$ cat src/rtl/uart_pkg.sv
// Shared UART types and helpers for the tx path now and the rx path later.
package uart_pkg;

  typedef enum logic [1:0] {
    PAR_NONE = 2'd0,
    PAR_EVEN = 2'd1,
    PAR_ODD  = 2'd2
  } parity_e;

  typedef enum logic [2:0] {
    ST_IDLE,
    ST_START,
    ST_DATA,
    ST_PARITY,
    ST_STOP
  } tx_state_e;

  localparam int MAX_DATA_BITS = 9;

  // Unused upper payload bits must be zero so they do not disturb the XOR.
  function automatic logic calc_parity(input logic [MAX_DATA_BITS-1:0] data,
                                       input parity_e mode);
    logic x;
    x = ^data;
    case (mode)
      PAR_EVEN: return x;
      PAR_ODD:  return ~x;
      default:  return 1'b0;
    endcase
  endfunction

endpackage

$ cat src/rtl/uart_baud_tick.sv
// Bit-period counter: reloads on restart, ticks in the last cycle of each bit.
module uart_baud_tick #(
  parameter int CLKS_PER_BIT = 434
) (
  input  logic clk,
  input  logic rst_n,
  input  logic restart,
  output logic tick
);

  localparam int CNT_W = $clog2(CLKS_PER_BIT);
  localparam logic [CNT_W-1:0] LOAD = CNT_W'(CLKS_PER_BIT - 1);

  logic [CNT_W-1:0] cnt;

  always_ff @(posedge clk or negedge rst_n) begin
    if (!rst_n)
      cnt <= '0;
    else if (restart || cnt == '0)
      cnt <= LOAD;
    else
      cnt <= cnt - 1'b1;
  end

  assign tick = (cnt == '0);

endmodule

$ cat src/rtl/uart_tx_cfg.sv
// Configurable UART transmitter with a one-entry holding buffer so frames can
// be sent back to back with no idle gap between stop and the next start bit.
module uart_tx_cfg
  import uart_pkg::*;
#(
  parameter int CLKS_PER_BIT = 434,
  parameter int DATA_BITS    = 8,
  parameter int PARITY_MODE  = 0,
  parameter int STOP_BITS    = 1
) (
  input  logic                 clk,
  input  logic                 rst_n,
  input  logic [DATA_BITS-1:0] tx_data,
  input  logic                 tx_valid,
  output logic                 tx_ready,
  output logic                 tx,
  output logic                 idle,
  output logic                 frame_done
);

  if (CLKS_PER_BIT < 2) begin : g_bad_cpb
    $error("uart_tx_cfg: CLKS_PER_BIT must be >= 2");
  end
  if (DATA_BITS < 5 || DATA_BITS > MAX_DATA_BITS) begin : g_bad_bits
    $error("uart_tx_cfg: DATA_BITS must be 5..9");
  end
  if (PARITY_MODE < 0 || PARITY_MODE > 2) begin : g_bad_par
    $error("uart_tx_cfg: PARITY_MODE must be 0, 1 or 2");
  end
  if (STOP_BITS < 1 || STOP_BITS > 2) begin : g_bad_stop
    $error("uart_tx_cfg: STOP_BITS must be 1 or 2");
  end

  localparam int IDX_W = 4;
  localparam logic [IDX_W-1:0] LAST_DATA = IDX_W'(DATA_BITS - 1);
  localparam logic [IDX_W-1:0] LAST_STOP = IDX_W'(STOP_BITS - 1);
  localparam parity_e PMODE = parity_e'(PARITY_MODE[1:0]);

  tx_state_e               state_q, state_d;
  logic                    buf_full_q;
  logic [DATA_BITS-1:0]    buf_data_q;
  logic [DATA_BITS-1:0]    shreg_q, shreg_d;
  logic [IDX_W-1:0]        idx_q, idx_d;
  logic                    par_q, par_d;
  logic                    tx_q, tx_d;
  logic                    restart, tick, drain, start_frame, accept;

  uart_baud_tick #(.CLKS_PER_BIT(CLKS_PER_BIT)) u_baud (
    .clk     (clk),
    .rst_n   (rst_n),
    .restart (restart),
    .tick    (tick)
  );

  assign accept   = tx_valid && !buf_full_q;
  assign tx_ready = !buf_full_q;
  assign idle     = (state_q == ST_IDLE) && !buf_full_q;
  assign tx       = tx_q;

  always_comb begin
    state_d     = state_q;
    shreg_d     = shreg_q;
    idx_d       = idx_q;
    par_d       = par_q;
    tx_d        = tx_q;
    restart     = 1'b0;
    drain       = 1'b0;
    start_frame = 1'b0;
    frame_done  = 1'b0;
    case (state_q)
      ST_IDLE: begin
        tx_d = 1'b1;
        if (buf_full_q) start_frame = 1'b1;
      end
      ST_START: if (tick) begin
        state_d = ST_DATA;
        idx_d   = '0;
        restart = 1'b1;
        tx_d    = shreg_q[0];
      end
      ST_DATA: if (tick) begin
        restart = 1'b1;
        if (idx_q == LAST_DATA) begin
          idx_d = '0;
          if (PMODE == PAR_NONE) begin
            state_d = ST_STOP;
            tx_d    = 1'b1;
          end else begin
            state_d = ST_PARITY;
            tx_d    = par_q;
          end
        end else begin
          idx_d   = idx_q + 1'b1;
          shreg_d = shreg_q >> 1;
          tx_d    = shreg_q[1];
        end
      end
      ST_PARITY: if (tick) begin
        state_d = ST_STOP;
        idx_d   = '0;
        restart = 1'b1;
        tx_d    = 1'b1;
      end
      ST_STOP: if (tick) begin
        if (idx_q == LAST_STOP) begin
          frame_done = 1'b1;
          if (buf_full_q) start_frame = 1'b1;
          else            state_d     = ST_IDLE;
        end else begin
          idx_d   = idx_q + 1'b1;
          restart = 1'b1;
        end
      end
      default: state_d = ST_IDLE;
    endcase
    // A pending word starts its frame on the very next edge, from IDLE or STOP.
    if (start_frame) begin
      drain   = 1'b1;
      shreg_d = buf_data_q;
      par_d   = calc_parity(MAX_DATA_BITS'(buf_data_q), PMODE);
      state_d = ST_START;
      restart = 1'b1;
      tx_d    = 1'b0;
    end
  end

  always_ff @(posedge clk or negedge rst_n) begin
    if (!rst_n) begin
      state_q    <= ST_IDLE;
      buf_full_q <= 1'b0;
      idx_q      <= '0;
      tx_q       <= 1'b1;
    end else begin
      state_q <= state_d;
      idx_q   <= idx_d;
      tx_q    <= tx_d;
      if (accept)     buf_full_q <= 1'b1;
      else if (drain) buf_full_q <= 1'b0;
    end
  end

  always_ff @(posedge clk) begin
    shreg_q <= shreg_d;
    par_q   <= par_d;
    if (accept) buf_data_q <= tx_data;
  end

endmodule

$ cat config.mk
export PLATFORM = sky130hd
export DESIGN_NAME = uart_tx_cfg
export DESIGN_NICKNAME = d
export VERILOG_FILES = /design/src/rtl/uart_pkg.sv /design/src/rtl/uart_baud_tick.sv /design/src/rtl/uart_tx_cfg.sv
export SDC_FILE = /design/constraint.sdc
export NUM_CORES = 1
export LEC_CHECK = 0
export BUFFER_PORTS_ARGS = -buffer_cell sky130_fd_sc_hd__buf_2
export CELL_PAD_IN_SITES_DETAIL_PLACEMENT = 1
export CELL_PAD_IN_SITES_GLOBAL_PLACEMENT = 2
export CORE_ASPECT_RATIO = 2
export CORE_MARGIN = 2
export CORE_UTILIZATION = 42
export CTS_BUF_LIST = sky130_fd_sc_hd__clkbuf_16
export DETAILED_ROUTE_END_ITERATION = 12
export PLACE_DENSITY = 0.93
export SYNTH_ARGS = -nofsm -noshare
export SYNTH_HDL_FRONTEND = slang
export SYNTH_SLANG_ARGS = --single-unit
$ cat constraint.sdc
create_clock -name clk -period 6.05 [get_ports clk]
set_input_delay 0.9075 -clock clk [delete_from_list [all_inputs] [get_ports clk]]
set_output_delay 0.9075 -clock clk [all_outputs]
set_load 0.005 [all_outputs]
* Word level (Yosys, flattened, before mapping) *
Cells that the tools add are included.

storage, ports and cells
  bits in registers = 34
  bits of input ports = 11
  output and inout bits = 4
  logic and storage cells = 86

operators by class
  $add $sub $neg = 2
  equal/unequal tests = 18
  mux-type cells = 41
  reductions and logical operators = 18

operator list
  kind                                                                   count
  8-bit 2-to-1 mux                                                       4
  3-bit 2-to-1 mux                                                       8
  3-bit != test, second input constant                                   7
  4-bit 2-to-1 mux                                                       5
  1-bit 2-to-1 mux                                                       18
  3-bit one-hot mux with 5 select lines                                  1
  4-bit one-hot mux with 3 select lines                                  1
  2-bit != test, second input constant                                   5
  9-bit zero test                                                        1
  9-bit 2-to-1 mux                                                       1
  9-bit by 1-bit subtractor with 9-bit output, second input constant     1
  8-bit AND reduction                                                    1
  3-bit by 2-bit equality test with 1-bit output, second input constant  2
  2-bit nonzero test                                                     3
  5-bit AND reduction                                                    1
  5-bit nonzero test                                                     1
  4-bit by 1-bit adder with 4-bit output, second input constant          1
  4-bit by 3-bit equality test with 1-bit output, second input constant  1
  4-bit zero test                                                        1
  1-bit one-hot mux with 2 select lines                                  2
  1-bit one-hot mux with 4 select lines                                  1
  4-bit AND reduction                                                    1
  3-bit by 1-bit equality test with 1-bit output, second input constant  1
  3-bit equality test, second input constant                             1
  other kinds (9)                                                        10

* Longest topological paths before layout *
Gate-level depths: netlist of the first run.

  word-level depth = 7
  depth in mapped cells = 7
  depth with buffers taken out = 6

* By module *
A second synthesis of the first run with hierarchy kept.

second synthesis, totals
  cells, all modules = 134
  area, all modules = 1,621.6 sq um

by module, submodules not included
  module          times used  cells an instance  area an instance (sq um)  sequential area each (sq um)
  uart_tx_cfg     1           90                 1,159.9                   706.9
  uart_baud_tick  1           44                 461.7                     225.2

* Least setup slack after synthesis of the first run *
No wires, ideal clock.

  path type = reg-to-reg
  from = register u_baud.cnt[0]
  to = register shreg_q[0] (enable)
  library setup time = 0.375 ns
  data arrival time = 1.652 ns
  data required time = 5.675 ns
  setup slack = 4.023 ns
  cell stages (with the launch flop) = 7
  buffers on the path = 0
  clock period less this slack = 2.027 ns
  cells stage by stage = dfrtp_1 -> inv_1 -> ha_1 -> nor4b_4 -> and2_2 -> nand3_1 -> a21oi_1

between the ends
  longest elaborated chain between the ends = 5
  elaborated cells between the ends (all ways) = 7
  those cells by class = 1 x eq/ne; 2 x mux; 4 x reduce/logical

RTL lines
  item                                                                         line                  text
  from (decl)                                                                  uart_baud_tick.sv:14  logic [CNT_W-1:0] cnt;
  from (signal assigned)                                                       uart_baud_tick.sv:22  cnt <= cnt - 1'b1;
  9-bit zero test (*)                                                          uart_baud_tick.sv:25  assign tick = (cnt == '0);
  1-bit 2-to-1 mux                                                             uart_tx_cfg.sv:104    ST_STOP: if (tick) begin
  1-bit one-hot mux with 2 select lines                                        uart_tx_cfg.sv:70     case (state_q)
  2-bit != test (no source line) / 2-bit nonzero test (equally long branches)  n/a
  3-bit AND reduction (no source line) (*)                                     n/a
  to (signal assigned)                                                         uart_tx_cfg.sv:143    shreg_q <= shreg_d;
  to (decl)                                                                    uart_tx_cfg.sv:42     logic [DATA_BITS-1:0] shreg_q, shreg_d;

Every way passes the cells marked *; elsewhere a longest branch is shown, timed or not.
A chain may end at the register's enable or synchronous reset.

* Worst setup path after layout of the first run *
  from = register idx_q[0]
  to = output frame_done

between the ends
  longest elaborated chain between the ends = 4

RTL lines
  item                    line                text
  from (decl)             uart_tx_cfg.sv:43   logic [IDX_W-1:0] idx_q, idx_d;
  from (signal assigned)  uart_tx_cfg.sv:135  idx_q <= idx_d;
  4-bit zero test         uart_tx_cfg.sv:105  if (idx_q == LAST_STOP) begin
  1-bit 2-to-1 mux        uart_tx_cfg.sv:105
  1-bit 2-to-1 mux        uart_tx_cfg.sv:104
  1-bit 2-to-1 mux        uart_tx_cfg.sv:70
  to (decl)               uart_tx_cfg.sv:18   output logic frame_done

Every way passes these cells.

==> results.py, run 1 <==
metrics = {
    "routing": {
        "wl_per_cell_um": 16.5,
        "vias": 1092,
        "first_iter_violations": 11,
        "ant_nets": 0,
        "drt-total-wl_mm": 3.40,
        "drc": 0,
        "dr.pass1.iters": 4,
        "avgViaCountPerCell": 5.30,
    },
    "grt": {
        "grt_pass1_wl_mm": 5.78,
        "grt_start_max_net_pins": 19,
        "grt_pass1_vias": 1261,
        "antenna_found_initial": 0,
        "gr-total-overflow": 0,
        "grt_use_total_pct": 17.6,
    },
    "logic_synthesis": {
        "synth_area_um2": 1670,
        "ys_ff_latch": 34,
        "async_flop_share_pct": 52.9,
        "ys.flop_type": "dfrtp_1",
        "syn-num-nets": 152,
        "synth-edff-count": 16,
        "synth_seq_area_share_pct": 56.0,
        "netlist_top_cells_area": "edfxtp_1 (29%), dfrtp_1 (26%), mux2_4 (6.3%)",
        "ys_types": 40,
        "ys_warn_count": 0,
        "syn_avg_cell_area_um2": 12.2,
        "synth_top_area_share_pct": 28.9,
        "synth_area_leader_cell": "edfxtp_1",
        "synth_cells": 137,
    },
    "power": {
        "power_frac_seq_pct": 47.5,
        "p_leak_nw": 0.759,
        "total_power_mw": 0.715,
        "combPwrFrac_pct": 18.3,
        "p_sw_mw": 0.210,
        "switching_share_pct": 29.4,
        "powerDensity_nw_per_um2": 374,
        "internal_power_mw": 0.505,
        "ir_worst_vdd_uv": 270,
        "p_clk_share_pct": 34.2,
    },
    "cts": {
        "cts-root-buf": "clkbuf_16",
        "clock_path_buffers": 2,
        "clk_pin_slew_ns": 0.05,
        "numCtsBuffers": 5,
        "post_cts_buffers": 0,
        "cts_num_sinks": 34,
        "cts_hold_buf": 0,
        "cts_resized": 0,
        "cts_max_level": 2,
        "insertion_delay_ns": 0.28,
        "cts_tree": "built",
    },
    "floorplanning": {
        "core_area_um2": 3840,
        "die_area_um2": 4520,
        "initial_core_util_pct": 43.3,
        "die_h_um": 93.1,
        "std_cell_rows": 32,
        "ios": 15,
        "die_w_um": 48.5,
    },
    "placed_design": {
        "io_buffers": 14,
        "hpwlAfterDp_mm": 2.59,
        "place_worst_setup_slack_ns": 3.70,
        "gp_congestion": 0.772,
    },
    "setup_path": {
        "worstRegToRegCells": 6,
        "critPathLaunchType": "flop",
        "reg2reg_to": "shreg_q[6]$_DFFE_PP_",
        "path_class": "flop to output port",
        "crit_path_end_kind": "output port",
        "crit_required_ns": 5.14,
        "r2r_slack_ns": 3.72,
        "crit_fanout": 4,
        "cp.arrival_ns": 1.65,
        "r2r-start": "u_baud.cnt[0]$_DFF_PN0_",
    },
    "hold_path": {
        "hp-start": "u_baud.cnt[0]$_DFF_PN0_",
        "whs_endpoint": "u_baud.cnt[0]$_DFF_PN0_",
        "min_path_cells": 1,
        "hp-class": "flop to flop",
    },
    "job": {
        "cap_violations": 0,
    },
    "sta": {
        "hold_viol": 0,
        "fin_crit_ns": 2.56,
        "fin_ws_ns": 3.49,
        "finalClockSkew_ns": 0.00510,
        "setup_viol": 0,
        "slew_headroom_pct": 51.2,
        "worst-slew-pin-transition_ns": 0.732,
        "fin_crit_sh_pct": 42.2,
        "rsz0062_at_grt": "no",
        "slew_violations": 0,
        "tns_ns": 0,
        "max_freq_mhz": 391,
    },
    "final_layout": {
        "mostFrequentLayoutCell": "dfrtp_1",
        "syn2layout_area_growth_pct": 14.7,
        "fin_nets": 169,
        "antennaDiodeCount": 0,
        "mostFrequentLayoutCells": "dfrtp_1 (17), edfxtp_1 (16), buf_2 (14)",
        "drive_above_1_share_pct": 23.9,
    },
    "outcome": {
        "status": "completed",
    },
}
worst max-delay path, cell delays in order (launching register included):
cell     delay (ns)
dfrtp_1        0.40
inv_1          0.09
ha_1           0.15
nor3b_2        0.33
nand3_2        0.16
nor2_1         0.12
buf_2          0.11
synthesized netlist by cell type (all sizes together) (2+ instances only):
library cell and count:
edfxtp 16, o21ai 10, ha 4, nor2b 2
nand2 12, xnor2 4, o21a 3, and3b 2
clkbuf 2, nor2 12, xor2 2, nor3b 2
dfrtp 17, nor4b 3, mux2 7, nor4 4
o31ai 2, a21oi 5, nand3 5, inv 7
buf 2
sequential cells by signal, summed over array words and instances (netlist names):
register and cells:
u_baud.cnt 9, buf_data_q 8, shreg_q 8, idx_q 4, state_q 3, buf_full_q 1, tx 1
routing by layer:
| layer | wire [um] | track usage (%) | share of wire, % | vias to the layer above |
|---|---|---|---|---|
| met3 | 115 | 4.79 | 3.4 | 7 |
| met5 | 0 | 0 | 0 | - |
| met2 | 2000 | 33.2 | 59 | 17 |
| li1 | - | - | - | 526 |
| met4 | 84 | 10.0 | 2.5 | 0 |
| met1 | 1200 | 16.6 | 35 | 542 |
power groups by stage:
| stage | combinational (mW) | sequential, mW | clock, mW |
|---|---|---|---|
| 2_1_floorplan | 0.102 | 0.329 | 0 |
| 4_1_cts | 0.133 | 0.340 | 0.252 |
| 6_report | 0.131 | 0.339 | 0.245 |
| 5_1_grt | 0.148 | 0.346 | 0.259 |
| 3_3_place_gp | 0.123 | 0.338 | 0 |
| 3_5_place_dp | 0.132 | 0.343 | 0 |
worst max-delay path by stage:
| stage | from | to | slack, ns | depth (start not counted) |
|---|---|---|---|---|
| floorplan | u_baud.cnt[0]$_DFF_PN0_ | shreg_q[0]$_DFFE_PP_ | 4.02 | 6 |
| CTS | idx_q[0]$_DFFE_PN0P_ | frame_done | 3.46 | 6 |
| global placement | idx_q[0]$_DFFE_PN0P_ | frame_done | 3.81 | 6 |
| detailed placement | u_baud.cnt[0]$_DFF_PN0_ | shreg_q[0]$_DFFE_PP_ | 3.70 | 6 |
| finish | idx_q[0]$_DFFE_PN0P_ | frame_done | 3.49 | 6 |
| global route | idx_q[0]$_DFFE_PN0P_ | frame_done | 3.31 | 6 |
kinds of logic (layout without fill, tap and decap cells):
kind of cell	Yosys count	in the layout	synth area share, %
XOR/XNOR	6	6	3.16
flip-flops	34	34	56.0
AO/OA/AOI/OAI	27	27	10.1
buffers and inverters	11	29	3.38
multiplexers	7	7	6.31
AND/OR/NAND/NOR	48	48	18.0
adder cells (fa/ha/maj)	4	4	3.01
through the flow:
| step | util [%] | hold WS, ns | cells | area (um^2) |
|---|---|---|---|---|
| 3_3_place_gp | 46.0 | 0.469 | 198 | 1770 |
| 5_1_grt | 49.7 | 0.540 | 206 | 1910 |
| 2_1_floorplan | - | 0.452 | 137 | 1670 |
| 3_5_place_dp | 46.0 | 0.524 | 198 | 1770 |
| 6_report | 49.7 | 0.532 | 206 | 1910 |
| 4_1_cts | 49.7 | 0.534 | 206 | 1910 |
cell type report:
class / count / area [um^2]
clock buffers: 5 / 125
flip-flops and latches: 34 / 932
multi-input cells: 92 / 677
well taps: 51 / 63.8
inverters: 7 / 26.3
fillers: 435 / 1930
clock inverters: 3 / 16.3
repair buffers: 14 / 70.1
Power figures use the tool's default switching activity.
==> inputs of run 2 (changes only) <==
- CORE_UTILIZATION: 42 -> 36
- PLACE_DENSITY: 0.93 -> 0.85
- clock period: 6.05 -> 2.2 ns (I/O delays scaled with it)
==> run 2 against run 1 <==
Against the previous run:
- first-iteration DRC count fell by 27%
- sequential power rose to 2.7 times the previous value
- worst hold slack got worse by 0.31 ns
- global-route usage fell by 2.5 points
- critical endpoint is now shreg_q[1]$_DFFE_PP_
- highest routed layer unchanged
==> results.py, run 2 (synthesized netlist as in run 1, its figures left out) <==
metrics = {
    "outcome": {
        "status": "completed",
    },
    "cts": {
        "cts-root-buf": "clkbuf_16",
        "cts_num_sinks": 34,
        "clock_path_buffers": 2,
        "cts_max_level": 2,
        "numCtsBuffers": 5,
        "clk_pin_slew_ns": 0.05,
        "insertion_delay_ns": 0.28,
        "cts_resized": 0,
        "cts_tree": "built",
    },
    "setup_path": {
        "cp-endpoint": "shreg_q[1]$_DFFE_PP_",
        "crit_fanout": 9,
        "cp.arrival_ns": 2.12,
        "crit_chain": "inv_1 -> ha_1 -> nor4b_4 -> nand3_2 -> a21o_1 -> mux2_4",
        "path_class": "flop to flop",
        "crit_path_start": "u_baud.cnt[0]$_DFF_PN0_",
        "worst_path_max_delay_cell": "dfrtp_1",
        "crit_family": "simple AND/OR/NAND/NOR gates",
        "worstRegToRegCells": 6,
        "cp.depth": 6,
        "r2r_slack_ns": 0.12,
        "crit_buf_inv": 1,
        "r2r-start": "u_baud.cnt[0]$_DFF_PN0_",
        "crit_required_ns": 2.23,
        "cpPeakStageDelay_ns": 0.41,
        "crit_path_end_kind": "flop",
        "reg2reg_to": "shreg_q[1]$_DFFE_PP_",
        "critPathLaunchType": "flop",
    },
    "sta": {
        "fin_crit_ns": 2.08,
        "fin_crit_sh_pct": 94.7,
        "rsz0062_at_grt": "no",
        "setup_viol": 0,
        "tns_ns": 0,
        "slew_headroom_pct": 55.6,
        "hold_viol": 0,
        "max_freq_mhz": 480,
        "worst-slew-pin-transition_ns": 0.664,
        "finalClockSkew_ns": 0.00783,
        "fin_ws_ns": 0.117,
        "slew_violations": 0,
    },
    "floorplanning": {
        "die_h_um": 100,
        "initial_core_util_pct": 36.9,
        "die_w_um": 52.1,
        "ios": 15,
        "std_cell_rows": 35,
        "die_area_um2": 5220,
        "core_area_um2": 4510,
    },
    "routing": {
        "dr.pass1.iters": 3,
        "first_iter_violations": 8,
        "ant_nets": 0,
        "drc": 0,
        "avgViaCountPerCell": 5.26,
        "drt-total-wl_mm": 3.42,
        "vias": 1121,
        "wl_per_cell_um": 16.0,
    },
    "placed_design": {
        "gp_congestion": 0.687,
        "place_area_um2": 1790,
        "io_buffers": 14,
        "hpwlAfterDp_mm": 2.27,
        "place_worst_setup_slack_ns": 0.119,
    },
    "final_layout": {
        "antennaDiodeCount": 0,
        "reg.largest.list": "u_baud.cnt (9), buf_data_q (8), shreg_q (8)",
        "drive_above_1_share_pct": 24.7,
        "fill_cells": 488,
        "top_register": "u_baud.cnt",
        "mostFrequentLayoutCell": "dfrtp_1",
        "mostFrequentLayoutCells": "dfrtp_1 (17), edfxtp_1 (16), buf_2 (14)",
        "fin_nets": 172,
        "final_area_um2": 1990,
        "largest_register_ffs": 9,
        "syn2layout_area_growth_pct": 19.4,
    },
    "hold_path": {
        "hp-class": "input port to flop",
        "min_path_cells": 1,
    },
    "power": {
        "powerDensity_nw_per_um2": 1100,
        "p_leak_nw": 0.797,
        "ir_worst_vdd_uv": 774,
    },
    "grt": {
        "grt_pass1_wl_mm": 5.63,
        "antenna_found_initial": 0,
        "grt_start_max_net_pins": 19,
        "gr-total-overflow": 0,
        "grt_use_total_pct": 15.0,
        "grt_pass1_vias": 1191,
    },
    "job": {
        "cap_violations": 0,
    },
}
## run 2: worst min-delay path by stage
stage,start,to,slack (ns)
floorplan,rst_n,buf_full_q$_DFFE_PN0P_,0.03
global placement,rst_n,idx_q[0]$_DFFE_PN0P_,0.29
detailed placement,rst_n,idx_q[0]$_DFFE_PN0P_,0.29
CTS,tx_data[7],buf_data_q[7]$_DFFE_PP_,0.22
global route,tx_data[0],buf_data_q[0]$_DFFE_PP_,0.22
finish,tx_data[7],buf_data_q[7]$_DFFE_PP_,0.22
## run 2: through the flow
step	hold WS, ns	instances	power (mW)	utilization, %
6_report	0.224	213	2.19	44.1
5_1_grt	0.216	213	2.30	44.1
4_1_cts	0.217	213	2.22	44.1
3_5_place_dp	0.292	204	1.30	39.7
3_3_place_gp	0.287	204	1.27	39.7
2_1_floorplan	0.0344	137	1.18	-
## run 2: layout make-up
cell class / instances / area (um^2) / share of cell area (%)
well taps: 55 / 68.8 / 3.46
inverters: 7 / 26.3 / 1.32
clock inverters: 3 / 63.8 / 3.21
clock buffers: 5 / 125 / 6.29
multi-input cells: 92 / 677 / 34.0
flip-flops and latches: 34 / 932 / 46.9
repair buffers: 17 / 95.1 / 4.78
## run 2: worst register-to-register path: cells and delay by family (launching register included)
| kind | cells | cell delay, ns |
|---|---|---|
| AND/OR/NAND/NOR | 2 | 0.43 |
| flip-flops | 1 | 0.41 |
| AO/OA/AOI/OAI | 1 | 0.38 |
| multiplexers | 1 | 0.36 |
| adder cells (fa/ha/maj) | 1 | 0.15 |
| buffers and inverters | 1 | 0.10 |
## run 2: per-layer routing
metal	GRT usage [%]	vias up	share of wire, %
met4	8.50	0	3.2
li1	-	536	-
met1	16.6	553	40
met2	25.4	20	54
met3	3.57	12	2.9
met5	0	-	0
## run 2: power by group
| part | switching (mW) | leakage [nW] | internal [mW] | total, mW |
|---|---|---|---|---|
| registers | 0.134 | 0.359 | 0.796 | 0.930 |
| logic | 0.178 | 0.347 | 0.183 | 0.361 |
| clock network | 0.257 | 0.0915 | 0.644 | 0.902 |
## run 2: timing repair
| action | in CTS | in global routing |
|---|---|---|
| hold buffers | 1 | 0 |
| endpoints found under the setup margin | 0 | 0 |
| endpoints found under the hold margin | 17 | 0 |
| buffers inserted | 0 | 0 |
